`config.mk`:
```
export PLATFORM = sky130hd
export DESIGN_NAME = background_index_arbiter
export DESIGN_NICKNAME = d
export VERILOG_FILES = /design/src/rtl/bgidx_arb_pkg.sv /design/src/rtl/bgidx_starve_ctr.sv /design/src/rtl/background_index_arbiter.sv
export SDC_FILE = /design/constraint.sdc
export NUM_CORES = 1
export LEC_CHECK = 0
export CAP_MARGIN = 20
export CORE_MARGIN = 10
export CORE_UTILIZATION = 25
export DETAILED_ROUTE_END_ITERATION = 10
export DONT_BUFFER_PORTS = 1
export MAX_ROUTING_LAYER = met4
export SYNTH_ARGS = -nofsm -noshare
export SYNTH_HDL_FRONTEND = slang
export SYNTH_SLANG_ARGS = --single-unit
```
`constraint.sdc`:
```
create_clock -name clk -period 1.6 [get_ports clk]
set_input_delay 0.16 -clock clk [delete_from_list [all_inputs] [get_ports clk]]
set_output_delay 0.16 -clock clk [all_outputs]
set_load 0.01 [all_outputs]
```
`src/rtl/bgidx_arb_pkg.sv`:
```
// Shared types and constants for the background-index RAM arbiter.
package bgidx_arb_pkg;

  localparam int unsigned BGIDX_ADDR_W = 6;
  localparam int unsigned BGIDX_DATA_W = 32;
  localparam int unsigned BGIDX_BE_W   = 4;

  localparam logic [BGIDX_BE_W-1:0] BGIDX_BE_ALL = 4'hF;

  typedef enum logic [1:0] {
    OWN_NONE = 2'd0,
    OWN_DISP = 2'd1,
    OWN_CPU  = 2'd2
  } owner_t;

endpackage

```
`src/rtl/bgidx_starve_ctr.sv`:
```
// Saturating count of consecutive denied CPU cycles; at_limit lets the CPU win one cycle.
module bgidx_starve_ctr #(
  parameter int unsigned LIMIT = 8
) (
  input  logic clk,
  input  logic reset,
  input  logic inc,
  input  logic clr,
  output logic at_limit
);

  localparam int unsigned CNT_W = 4;
  localparam logic [CNT_W-1:0] LIMIT_V = CNT_W'(LIMIT);

  logic [CNT_W-1:0] cnt_q, cnt_d;

  always_comb begin
    cnt_d = cnt_q;
    if (clr) begin
      cnt_d = '0;
    end else if (inc && (cnt_q != LIMIT_V)) begin
      cnt_d = cnt_q + 1'b1;
    end
  end

  always_ff @(posedge clk) begin
    if (reset) begin
      cnt_q <= '0;
    end else begin
      cnt_q <= cnt_d;
    end
  end

  assign at_limit = (cnt_q == LIMIT_V);

endmodule

```
`src/rtl/background_index_arbiter.sv`:
```
// Arbitrates the background-index RAM between display fetch (high priority) and CPU Avalon slave.
// Optional grant/conflict statistics counters enabled by defining BGIDX_ARB_STATS_EN.
module background_index_arbiter
  import bgidx_arb_pkg::*;
#(
  parameter int unsigned STARVE_LIMIT = 8,
  parameter int unsigned ADDR_W       = BGIDX_ADDR_W,
  parameter int unsigned DATA_W       = BGIDX_DATA_W
) (
  input  logic                  clk,
  input  logic                  reset,
  input  logic                  disp_req,
  input  logic [ADDR_W-1:0]     disp_addr,
  output logic                  disp_gnt,
  output logic [DATA_W-1:0]     disp_rdata,
  output logic                  disp_rvalid,
  input  logic [ADDR_W-1:0]     cpu_address,
  input  logic                  cpu_read,
  input  logic                  cpu_write,
  input  logic [BGIDX_BE_W-1:0] cpu_byteenable,
  input  logic [DATA_W-1:0]     cpu_writedata,
  output logic                  cpu_waitrequest,
  output logic [DATA_W-1:0]     cpu_readdata,
  output logic                  cpu_readdatavalid,
  output logic [ADDR_W-1:0]     mem_address,
  output logic                  mem_chipselect,
  output logic                  mem_write,
  output logic                  mem_debugaccess,
  output logic [BGIDX_BE_W-1:0] mem_byteenable,
  output logic [DATA_W-1:0]     mem_writedata,
  output logic                  mem_clken,
  input  logic [DATA_W-1:0]     mem_readdata
`ifdef BGIDX_ARB_STATS_EN
  ,
  input  logic                  stat_clear,
  output logic [15:0]           stat_disp_gnt,
  output logic [15:0]           stat_cpu_gnt,
  output logic [15:0]           stat_conflict
`endif
);

  logic   cpu_req;
  logic   cpu_gnt;
  logic   cpu_wr;
  logic   starve_hit;
  owner_t owner_q, owner_d;

  assign cpu_req = cpu_read | cpu_write;
  assign cpu_wr  = cpu_write;

  bgidx_starve_ctr #(
    .LIMIT (STARVE_LIMIT)
  ) u_starve (
    .clk      (clk),
    .reset    (reset),
    .inc      (cpu_req & ~cpu_gnt),
    .clr      (cpu_gnt | ~cpu_req),
    .at_limit (starve_hit)
  );

  always_comb begin
    cpu_gnt        = 1'b0;
    disp_gnt       = 1'b0;
    mem_address    = disp_addr;
    mem_write      = 1'b0;
    mem_debugaccess = 1'b0;
    mem_byteenable = '0;
    mem_writedata  = '0;
    owner_d        = OWN_NONE;
    if (!reset) begin
      cpu_gnt  = cpu_req & (~disp_req | starve_hit);
      disp_gnt = disp_req & ~cpu_gnt;
    end
    if (cpu_gnt) begin
      mem_address     = cpu_address;
      mem_byteenable  = cpu_byteenable;
      mem_writedata   = cpu_writedata;
      mem_write       = cpu_wr;
      mem_debugaccess = cpu_wr;
      owner_d         = cpu_wr ? OWN_NONE : OWN_CPU;
    end else if (disp_gnt) begin
      mem_byteenable = BGIDX_BE_ALL;
      owner_d        = OWN_DISP;
    end
  end

  assign mem_chipselect  = disp_gnt | cpu_gnt;
  assign mem_clken       = 1'b1;
  assign cpu_waitrequest = cpu_req & ~cpu_gnt;

  always_ff @(posedge clk) begin
    if (reset) begin
      owner_q <= OWN_NONE;
    end else begin
      owner_q <= owner_d;
    end
  end

  // Masking by reset kills a read granted the cycle before reset asserts.
  assign disp_rvalid       = ~reset & (owner_q == OWN_DISP);
  assign cpu_readdatavalid = ~reset & (owner_q == OWN_CPU);
  assign disp_rdata        = mem_readdata;
  assign cpu_readdata      = mem_readdata;

`ifdef BGIDX_ARB_STATS_EN
  logic [15:0] st_disp_q, st_disp_d;
  logic [15:0] st_cpu_q,  st_cpu_d;
  logic [15:0] st_conf_q, st_conf_d;

  always_comb begin
    st_disp_d = st_disp_q;
    st_cpu_d  = st_cpu_q;
    st_conf_d = st_conf_q;
    if (stat_clear) begin
      st_disp_d = '0;
      st_cpu_d  = '0;
      st_conf_d = '0;
    end else begin
      if (disp_gnt && (st_disp_q != '1)) st_disp_d = st_disp_q + 1'b1;
      if (cpu_gnt && (st_cpu_q != '1))   st_cpu_d  = st_cpu_q + 1'b1;
      if (disp_req && cpu_req && (st_conf_q != '1)) st_conf_d = st_conf_q + 1'b1;
    end
  end

  always_ff @(posedge clk) begin
    if (reset) begin
      st_disp_q <= '0;
      st_cpu_q  <= '0;
      st_conf_q <= '0;
    end else begin
      st_disp_q <= st_disp_d;
      st_cpu_q  <= st_cpu_d;
      st_conf_q <= st_conf_d;
    end
  end

  assign stat_disp_gnt = st_disp_q;
  assign stat_cpu_gnt  = st_cpu_q;
  assign stat_conflict = st_conf_q;
`endif

endmodule

```
==> flow_summary_export.csv <==
group,metric,value,unit
die,die_x,88.5,um
clocking,cts_buffer_depth,2,
die,die_h,88.5,um
placed_design,gp_congestion,0.750,
global_routing,grt_pass1_wl,4320,um
global_routing,grt_use_met2,0.102,
yosys,synth-compound-area-share,0.0384,
yosys,syn-instance-count,152,
yosys,synth_edf_count,0,
placed_design,port_buffers,0,
critical_path,cp.required,1.44,ns
drt,detail_route.first_pass.iterations,4,
die,rows,24,
yosys,syn_avg_cell_area,7.71,um2
yosys,syn_nets,239,
power,p_leak,0.454,nW
hold_path,hold_path_end,"owner_q[1]$_SDFF_PP0_",
critical_path,cp_max_fo,12,
clocking,cts_made_buffers,3,
sta,fin_ws,-0.138,ns
critical_path,end_kind,"output pin",
global_routing,antenna_found_initial,0,
yosys,synth_top_family_by_area,"buffers and inverters",
die,core,0.00444,mm2
yosys,yosysTopAreaCellShare,0.423,
drt,ant_nets,0,
drt,wl_per_cell,22.8,um
hold_path,hold_path_depth,1,
yosys,synth-adder-area-share,0.0213,
yosys,synthFlopType,"dfxtp_1",
critical_path,critPathKind,"flip-flop to output pin",
global_routing,grt.total_usage,0.0761,
yosys,ys_top_cells_by_area,"buf_4, and2_1, dfxtp_1",
global_routing,grt_start_max_net_pins,15,
yosys,synth_area_leader_cell,"buf_4",
hold_path,hp-class,"primary input to flip-flop",
drt,via_per_inst,4.58,
yosys,synth.area.mux_share,0.0768,
clocking,clk_pin_slew,0.04,ns
run_status,status,"finished, violations left",
yosys,synth-xor-area-share,0.0149,
sta,setup_viol_count_final,38,
cells_and_area,diodes,0,
yosys,yosys-top-cells-count,"buf_4, and2_1, nand2_1",
yosys,synth_area,0.00117,mm2
global_routing,grt_most_used_layer,"met2",
cells_and_area,post-route-util,0.232,
critical_path,cp-start-kind,"flip-flop",
sta,finalCriticalPeriod,1.74,ns
critical_path,arrival,1.58,ns
drt,wl,3390,um
critical_path,r2r-start,"u_starve.cnt_q[0]$_SDFFE_PP0P_",
global_routing,grt_overflow_total,0,
clocking,clock_sinks,6,
run,drv_cap,0,
yosys,ys_ff_latch,6,
run_status,violations,"negative setup slack",
drt,post-route-drc-count,0,
clocking,cts-root-buf,"clkbuf_8",
yosys,yosysMostFrequentCell,"buf_4",
sta,drv_slew,0,
global_routing,met3_usage,0.0524,
power,total_power,0.599,mW
cells_and_area,drive_above_1_share,0.660,
die,initial_core_util,0.264,
yosys,ys_types,24,
clocking,cts_tree,"built",
yosys,ys_seq_area_frac,0.102,
yosys,ys_async_sr_fraction,0,
critical_path,r2r_cells,8,
sta,rsz0062_at_grt,"true",
sta,fmax,575,MHz
sta,fin_skew,0.00394,ns
power,ir_worst_vdd,0.440,mV
global_routing,grtUsageMet1,0.0740,
clocking,h-tree-depth,1,
die,die_area,0.00783,mm2
yosys,yosysWarnings,0,
drt,drt_iter0_drc,18,
power,power.density,581,mW/mm2
drt,vias,682,
global_routing,grt_pass1_vias,795,
critical_path,reg2reg_slack,0.22,ns
sta,finalHoldViolations,0,
yosys,yosys.area_share.simple,0.269,
sta,finalCritPeriodShare,1.09,
die,ioPinCount,199,
cells_and_area,nNetsFinal,186,
clocking,clk_latency,0.23,ns
cells_and_area,areaGrowthSynthToFinish,-12.1,%
hold_path,hp-start,"cpu_read",
critical_path,timing.rr.end,"owner_q[0]$_SDFF_PP0_",
cells_and_area,n_fill_cell,471,
routing by layer:
layer  vias up  wire length [um]
met1       288              1250
met3        18               529
met2        86              1460
li1        290                 -
met4         0               153
met5         -                 0
repair_timing:
| action | CTS | global route |
|---|---|---|
| hold buffers | 0 | 0 |
| resized for setup | 40 | 15 |
| buffers inserted | 6 | 1 |
| endpoints found under the setup margin | 46 | 46 |
| pin swaps | 3 | 16 |
| cloned | 1 | 1 |
final cells by class:
cell class              instances  area, um2  area share
well taps                      52       65.1      0.0631
flip-flops and latches          6        123       0.119
clock buffers                   3       41.3      0.0400
repair buffers                 12        151       0.147
multi-input cells              71        629       0.610
inverters                       5       21.3      0.0206
logic make-up after synthesis:
logic type | after synthesis
other | 1
AND/OR/NAND/NOR | 56
AO/OA/AOI/OAI | 4
buffers and inverters | 75
flip-flops | 6
multiplexers | 6
adder cells (fa/ha/maj) | 2
XOR/XNOR | 2
critical path, stage by stage, from the launching register on:
cell and delay, ns:
dfxtp_2 0.32, inv_2 0.06, ha_4 0.12, nand3b_1 0.13, a21boi_4 0.22, buf_12 0.16, mux2_4 0.33
state kept, by name, indices dropped and copies added (netlist names):
name	count
u_starve.cnt_q	4
owner_q	2
layout by cell type, fill, tap and decap left out, drive strengths merged:
| cell | count |
|---|---|
| and2 | 33 |
| buf | 11 |
| nand2 | 8 |
| nor2 | 7 |
| mux2 | 6 |
| dfxtp | 6 |
| inv | 5 |
| clkbuf | 4 |
| nor3b | 2 |
| nand3 | 2 |
| ha | 2 |
| nand3b | 1 |
| o21ba | 1 |
| a21boi | 1 |
| nor2b | 1 |
| o21ai | 1 |
| nor3 | 1 |
| a21oi | 1 |
| xor2 | 1 |
| and3b | 1 |
| xnor2 | 1 |
| conb | 1 |
report_power, final:
part / switching, mW / total [mW] / internal, mW
combinational: 0.0993 / 0.207 / 0.108
clock: 0.0721 / 0.234 / 0.162
sequential: 0.00258 / 0.158 / 0.155
through the flow:
stage	instances	instance area (um2)	hold WS [ns]	setup TNS [ns]	worst slack, ns
floorplan	152	1170	0.316	0	0.118
global placement	138	743	0.320	0	0.0848
detailed placement	138	743	0.320	0	0.0473
CTS	148	955	0.0884	-2.44	-0.115
global route	149	1030	0.0807	-5.30	-0.188
finish	149	1030	0.0891	-2.79	-0.138
worst max path at each step:
stage	end	startpoint	cells after the start
6_report	mem_address[1]	u_starve.cnt_q[0]$_SDFFE_PP0P_	6
2_1_floorplan	mem_address[0]	u_starve.cnt_q[0]$_SDFFE_PP0P_	6
3_3_place_gp	mem_address[1]	u_starve.cnt_q[0]$_SDFFE_PP0P_	6
3_5_place_dp	mem_address[1]	u_starve.cnt_q[0]$_SDFFE_PP0P_	6
5_1_grt	mem_address[1]	u_starve.cnt_q[0]$_SDFFE_PP0P_	6
4_1_cts	mem_address[1]	u_starve.cnt_q[0]$_SDFFE_PP0P_	6
Power figures use the tool's default switching activity.
